**src/rtl/serial_subtractor.sv**
```systemverilog
// Digit-serial subtractor: R = A - B - B_in, W bits per cycle, with NZCV flags.
// Optional macro SUB_SAT_EN saturates R on signed overflow.
module serial_subtractor #(
  parameter int unsigned N = 32,
  parameter int unsigned W = 4
) (
  input  logic         clk,
  input  logic         rst,
  input  logic         start,
  input  logic [N-1:0] A,
  input  logic [N-1:0] B,
  input  logic         B_in,
  output logic [N-1:0] R,
  output logic         N_flag,
  output logic         Z_flag,
  output logic         C_flag,
  output logic         V_flag,
  output logic         busy,
  output logic         done
);

  localparam int unsigned D    = N / W;
  localparam int unsigned CntW = (D > 1) ? $clog2(D) : 1;

  typedef enum logic [1:0] {StIdle, StRun, StDone} state_e;

  state_e            state_q, state_d;
  logic [N-1:0]      a_q, a_d, b_q, b_d, acc_q, acc_d, r_q, r_d;
  logic              borrow_q, borrow_d;
  logic [CntW-1:0]   cnt_q, cnt_d;
  logic              n_q, n_d, z_q, z_d, c_q, c_d, v_q, v_d;

  logic [W-1:0]      a_dig, b_dig;
  logic [W:0]        dig_diff;
  logic [N-1:0]      res_full, res_out;
  logic              ovf;

  // Datapath for the digit selected by the counter; res_full is only complete on the last digit.
  always_comb begin
    a_dig    = a_q[cnt_q*W +: W];
    b_dig    = b_q[cnt_q*W +: W];
    dig_diff = {1'b0, a_dig} - {1'b0, b_dig} - {{W{1'b0}}, borrow_q};
    res_full = acc_q;
    res_full[cnt_q*W +: W] = dig_diff[W-1:0];
    ovf      = (a_q[N-1] != b_q[N-1]) && (res_full[N-1] != a_q[N-1]);
    res_out  = res_full;
`ifdef SUB_SAT_EN
    if (ovf) begin
      res_out = a_q[N-1] ? {1'b1, {(N-1){1'b0}}} : {1'b0, {(N-1){1'b1}}};
    end
`endif
  end

  always_comb begin
    state_d  = state_q;
    a_d      = a_q;
    b_d      = b_q;
    acc_d    = acc_q;
    borrow_d = borrow_q;
    cnt_d    = cnt_q;
    r_d      = r_q;
    n_d      = n_q;
    z_d      = z_q;
    c_d      = c_q;
    v_d      = v_q;
    unique case (state_q)
      StIdle, StDone: begin
        if (start) begin
          a_d      = A;
          b_d      = B;
          borrow_d = B_in;
          acc_d    = '0;
          cnt_d    = '0;
          state_d  = StRun;
        end else begin
          state_d  = StIdle;
        end
      end
      StRun: begin
        acc_d    = res_full;
        borrow_d = dig_diff[W];
        cnt_d    = cnt_q + CntW'(1);
        if (cnt_q == CntW'(D - 1)) begin
          r_d     = res_out;
          n_d     = res_out[N-1];
          z_d     = ~|res_out;
          c_d     = ~dig_diff[W];
          v_d     = ovf;
          cnt_d   = '0;
          state_d = StDone;
        end
      end
      default: state_d = StIdle;
    endcase
  end

  always_ff @(posedge clk) begin
    if (rst) begin
      state_q  <= StIdle;
      a_q      <= '0;
      b_q      <= '0;
      acc_q    <= '0;
      borrow_q <= 1'b0;
      cnt_q    <= '0;
      r_q      <= '0;
      n_q      <= 1'b0;
      z_q      <= 1'b0;
      c_q      <= 1'b0;
      v_q      <= 1'b0;
    end else begin
      state_q  <= state_d;
      a_q      <= a_d;
      b_q      <= b_d;
      acc_q    <= acc_d;
      borrow_q <= borrow_d;
      cnt_q    <= cnt_d;
      r_q      <= r_d;
      n_q      <= n_d;
      z_q      <= z_d;
      c_q      <= c_d;
      v_q      <= v_d;
    end
  end

  assign R      = r_q;
  assign N_flag = n_q;
  assign Z_flag = z_q;
  assign C_flag = c_q;
  assign V_flag = v_q;
  assign busy   = (state_q == StRun);
  assign done   = (state_q == StDone);

endmodule

```
**config.mk**
```make
export PLATFORM = sky130hd
export DESIGN_NAME = serial_subtractor
export DESIGN_NICKNAME = d
export VERILOG_FILES = /design/src/rtl/serial_subtractor.sv
export SDC_FILE = /design/constraint.sdc
export NUM_CORES = 1
export LEC_CHECK = 0
export ABC_AREA = 1
export ABC_CLOCK_PERIOD_IN_PS = 7050
export BUFFER_PORTS_ARGS = -buffer_cell sky130_fd_sc_hd__buf_2
export CAP_MARGIN = 5
export CORE_MARGIN = 1.5
export CORE_UTILIZATION = 23
export DETAILED_ROUTE_END_ITERATION = 8
export PLACE_DENSITY = 0.49
export SYNTH_ARGS = -nofsm -noshare
export SYNTH_HDL_FRONTEND = slang
export SYNTH_SLANG_ARGS = --single-unit
```
**constraint.sdc**
```tcl
create_clock -name clk -period 7.05 [get_ports clk]
set_input_delay 1.0575 -clock clk [delete_from_list [all_inputs] [get_ports clk]]
set_output_delay 1.0575 -clock clk [all_outputs]
set_load 0.03 [all_outputs]
```
# Yosys cells after proc, flatten, opt, wreduce, memory -nomap -nowiden
# Cells that the tools add are included.
dict set report word_totals {
  register_bits 138
  word_cells 47
  output_inout_bits 38
}
dict set report classes {
  add_sub_neg 4
  n_bitwise 1
  shifts 4
  muxes 11
  n_reduce_logical 9
  eq_ne 7
}
# cell n
set op_table {}
lappend op_table {{$pmux 32 s2} 1}
lappend op_table {{$shiftx 32x6->4} 2}
lappend op_table {{$neg 5->34} 1}
lappend op_table {{$shift 4x34->32 const A} 1}
lappend op_table {{$shiftx 4x34->32} 1}
lappend op_table {{$bwmux 32} 1}
lappend op_table {{$mux 32} 1}
lappend op_table {{$reduce_or 32->1} 1}
lappend op_table {{$mux 3} 2}
lappend op_table {{$pmux 3 s2} 1}
lappend op_table {{$reduce_and 2->1} 3}
lappend op_table {{$sub 4x4->5} 1}
lappend op_table {{$sub 5x1->5} 1}
lappend op_table {{$pmux 2 s2} 1}
lappend op_table {{$add 3x1->3 const B} 1}
lappend op_table {{$eq 3x3->1 const B} 1}
lappend op_table {{$eq 2x1->1 const B} 1}
lappend op_table {{$eq 2x2->1 const B} 1}
lappend op_table {{$logic_not 2->1} 1}
lappend op_table {{$mux 1} 2}
lappend op_table {{$mux 2} 1}
lappend op_table {{$ne 1x1->1} 2}
lappend op_table {{$ne 2x1->1 const B} 1}
lappend op_table {{$ne 2x2->1 const B} 1}
lappend op_table {{6 further kinds} 6}

# Logic depth before layout (Yosys ltp)
dict set report depth {
  word_depth 7
  ltp_mapped 23
  ltp_nobuf 21
}

# Least setup slack after synthesis
# No wires, ideal clock.
dict set report synth_path {
  path_type {flip-flop to flip-flop}
  startpoint {reg cnt_q[0]}
  endpoint {reg z_q, in the netlist Z_flag}
  synth_period_minus_slack_ps 3453
  n_path_buf 3
  path_stages_with_launch 21
  t_arrival_ps 3385
  path_slack_ps 3597
  path_cell_list {dfxtp_1 -> buf_6 -> clkbuf_1 -> clkbuf_1 -> o21ai_0 -> o221ai_1 -> o21ai_0 -> fa_1 -> fa_1 -> inv_1 -> nor3_1 -> or2_0 -> o21ai_2 -> nand2_1 -> nor2_1 -> nand2_1 -> nor2_1 -> nand3_1 -> nor2_1 -> nand2_1 -> a21oi_2}
}
dict set report synth_via {
  elab_chain_len 7
  word_cells_on_any_way 12
  classes_between {3 x add/sub; 1 x eq/ne; 4 x shift; 1 x mux; 3 x reduce/logical}
}
# item line_no
set synth_lines {}
lappend synth_lines {{from (decl)} 30} ;# logic [CntW-1:0] cnt_q, cnt_d;
lappend synth_lines {{from (signal assigned)} 116} ;# cnt_q <= cnt_d;
lappend synth_lines {{$shiftx 32x6->4 (on tied branches)} {40, 41}}
lappend synth_lines {{$sub 4x4->5} 42} ;# dig_diff = {1'b0, a_dig} - {1'b0, b_dig} - {{W{1'b0}}, borrow_q};
lappend synth_lines {{$sub 5x1->5} 42}
lappend synth_lines {{$shiftx 4x34->32} 44} ;# res_full[cnt_q*W +: W] = dig_diff[W-1:0];
lappend synth_lines {{$bwmux 32} 44}
lappend synth_lines {{$reduce_or 32->1} 86} ;# z_d = ~|res_out;
lappend synth_lines {{$logic_not 1->1} 86}
lappend synth_lines {{to (signal assigned)} 119} ;# z_q <= z_d;
lappend synth_lines {{to (decl)} 31} ;# logic n_q, n_d, z_q, z_d, c_q, c_d, v_q, v_d;
# Several ways; a longest one is shown, not always the timed one.
# A chain may end at the register's enable or synchronous reset.

# Worst setup path after layout
dict set report layout_path {
  startpoint {reg cnt_q[1]}
  endpoint {reg z_q, in the netlist Z_flag}
}
# Same word-level chain as after synthesis.

==> flow_summary_export.csv <==
group,metric,value,unit
logic_synthesis,synth_compound_area_share,16.73,%
clocking,tritoncts,"built",
logic_synthesis,synth_top_family_by_area,"simple AND/OR/NAND/NOR gates",
finish,area_delta_synth_final,21.37,%
route,wire_per_inst,14.44,um
route,drc,0,
sta,setup_tns,0,ps
logic_synthesis,ys_seq_area_share,44.03,%
logic_synthesis,synth_top_area_share,44.03,%
placement,place_ws,3112,ps
floorplan,die_y,167.6,um
global_route,grt_pass1_wl,30170,um
finish,fin_cells,1317,
clocking,h-tree-depth,4,
logic_synthesis,synth_xor_area_share,0.1406,%
global_route,grtUsageTotal,13.78,%
route,wl,19020,um
critical_path,crit_fanout,19,
floorplan,ios,106,
logic_synthesis,synthSimpleGateAreaFrac,29.17,%
logic_synthesis,synth_mux_area_share,0,%
logic_synthesis,syn_avg_cell_area,7.030,um2
sta,min_period,3923,ps
logic_synthesis,synthCells,886,
clocking,cts_resized,0,
sta,rsz0062_at_grt,"no",
logic_synthesis,synth.largest_area_cell,"dfxtp_1",
outcome,status,"complete, no violations",
sta,fin_skew,12.13,ps
clocking,cts_buffers,17,
finish,num-nets-final,1044,
clocking,cts.path.max_buffers,2,
global_route,grt_pass1_vias,5590,
critical_path,cp_data_arrival_time,4290,ps
power_and_ir_drop,power_frac_seq,42.4,%
logic_synthesis,synth-adder-area-share,2.853,%
power_and_ir_drop,p_int,1.366,mW
power_and_ir_drop,p_per_area,259.9,mW/mm2
critical_path,crit_start,"cnt_q[1]",
power_and_ir_drop,netSwitchingFraction,30.49,%
route,firstDrtPassIters,4,
clocking,cts_root_buf,"clkbuf_16",
sta,hold_violations,0,
clocking,insertion_delay,430,ps
route,via_count,5871,
sta,final.setup.worst_slack,3127,ps
sta,period_share,55.65,%
critical_path,critical_path_class,"reg -> reg",
power_and_ir_drop,power_frac_clock,42.9,%
finish,layout_commonest_cell,"nor2_1",
placement,gp_congestion,0.8221,
min_path,hold_path_class,"reg -> reg",
logic_synthesis,synth_edf_count,0,
global_route,grt_max_degree,71,
floorplan,die_area,0.02808,mm2
clocking,cts_setup_buffers,0,
sta,setup_viol,0,
clocking,ctsHoldBuffers,0,
logic_synthesis,synth_async_sr_flop_share,0,%
finish,layout-drive-gt1-share,17.73,%
logic_synthesis,synth-main-ff-cell,"dfxtp_1",
sta,fmax,0.2549,GHz
route,drtAntennaViolNets,0,
floorplan,initial_utilization,23.24,%
floorplan,rows,60,
placement,port-buffer-count,105,
logic_synthesis,netlist_area,0.006228,mm2
flow_run,drv_cap,0,
placement,dp_cells,1285,
critical_path,reg2reg_from,"cnt_q[1]",
floorplan,core_area,0.02680,mm2
clocking,path_clk_slew,70,ps
sta,slew_violations,0,
placement,dp_hpwl,13860,um
sta,slew_headroom,30.17,%
logic_synthesis,yosys_warnings,0,
critical_path,crit_path_end_kind,"register",
min_path,min-delay-start,"acc_q[15]",
critical_path,start_kind,"register",
logic_synthesis,ys_types,40,
clocking,cts.sinks,137,
floorplan,die_x,167.6,um
global_route,antenna_found_initial,0,
finish,final_cell_mix,"182 x nor2_1, 147 x nand2_1, 137 x dfxtp_1, 130 x o21ai_0, 105 x buf_2",
power_and_ir_drop,p_leak,3.231,nW
sta,tightestPinTransition,1046,ps
logic_synthesis,synth-seq-cells,137,
route,viasPerCell,4.458,
power_and_ir_drop,power.switching,599.2,uW
global_route,overflow,0,
critical_path,cp.required,7420,ps
power_and_ir_drop,power_frac_comb,14.7,%
power_and_ir_drop,vdd_drop_max,0.1323,mV
logic_synthesis,syn-num-nets,967,
finish,antennaDiodeCount,0,
logic_synthesis,synth_area_leaders,"dfxtp_1 44%, nor2_1 11%, o21ai_0 10%",
route,drt_iter0_drc,350,
[power groups by stage]
stage	Sequential, mW	Clock [mW]	Combinational [mW]
after floorplan	0.840	0	0.208
after global placement	0.851	0	0.289
after detailed placement	0.851	0	0.292
after CTS	0.834	0.863	0.293
after global routing	0.837	0.898	0.329
final	0.833	0.843	0.289
[flip-flops by register name, summed over array words and instances, names as in the netlist]
| name | flops |
|---|---|
| R | 32 |
| a_q | 32 |
| acc_q | 32 |
| b_q | 32 |
| cnt_q | 3 |
| state_q | 2 |
| C_flag | 1 |
| V_flag | 1 |
| Z_flag | 1 |
| borrow_q | 1 |
[layer usage]
metal	wire length, um	up-vias	track usage [%]	part of all wire, %
met5	0	-	0	0
met4	284	0	3.173	1.5
met2	8890	124	23.06	47
li1	-	3061	-	-
met3	591	23	3.120	3.1
met1	9258	2663	17.99	49
[stage by stage]
stage          total power [mW]  hold WS (ps)  instance area [um2]  util [%]
6_report                  1.965         458.9                 7560     28.21
5_1_grt                   2.063         482.3                 7560     28.21
4_1_cts                   1.990         465.1                 7560     28.21
3_5_place_dp              1.143         455.0                 7000     26.12
3_3_place_gp              1.140         449.6                 7000     26.12
2_1_floorplan             1.048         440.6                 6228         -
[Yosys cell counts (2+ instances only)]
| master | number |
|---|---|
| a21oi_1 | 35 |
| buf_1 | 3 |
| buf_2 | 2 |
| buf_4 | 2 |
| buf_6 | 2 |
| clkbuf_1 | 43 |
| dfxtp_1 | 137 |
| fa_1 | 2 |
| ha_1 | 11 |
| inv_1 | 51 |
| inv_2 | 5 |
| nand2_1 | 148 |
| nand2_2 | 2 |
| nand3_1 | 66 |
| nand3_2 | 4 |
| nand4_1 | 3 |
| nor2_1 | 182 |
| nor2_4 | 2 |
| nor3_1 | 4 |
| o21ai_0 | 130 |
| o21ai_1 | 7 |
| o221ai_1 | 6 |
| o22ai_1 | 13 |
| or2_1 | 2 |
| or2_2 | 9 |
[cells by family (layout without fill, tap and decap cells)]
kind of cell / after synthesis / in the layout
flip-flops: 137 / 137
XOR/XNOR: 1 / 1
adder cells (fa/ha/maj): 13 / 13
AND/OR/NAND/NOR: 428 / 428
buffers and inverters: 110 / 200
AO/OA/AOI/OAI: 197 / 197
[final timing paths]
check / to / slack, ps / cells after the start
worst min-delay path: acc_q[15] / 460 / 2
worst max-delay path: Z_flag / 3130 / 19
worst max register to register: Z_flag / 3130 / 19
worst min register to register: acc_q[15] / 460 / 2
[critical path, cell delays in order (launching register included)]
cell and delay [ps]:
dfxtp_1 700, inv_1 410, o21ai_0 180, o22ai_1 90, nand2_1 60, o221ai_1 140, fa_1 450, fa_1 530
inv_1 140, nor3_1 70, or2_0 250, o21ai_2 70, nand2_1 80, nor2_1 180, nand2_1 80, nor2_1 110
nand3_1 80, nor2_1 80, nand2_1 70, a21oi_2 100
[cell type report]
class | count | area, um2
fill | 2968 | 19240
sequential | 137 | 2743
tap | 341 | 426.7
clock inverter | 15 | 133.9
multi-input combinational | 639 | 3048
clock buffer | 17 | 425.4
inverter | 58 | 220.2
timing repair buffer | 110 | 563.0
Power figures use the tool's default switching activity.
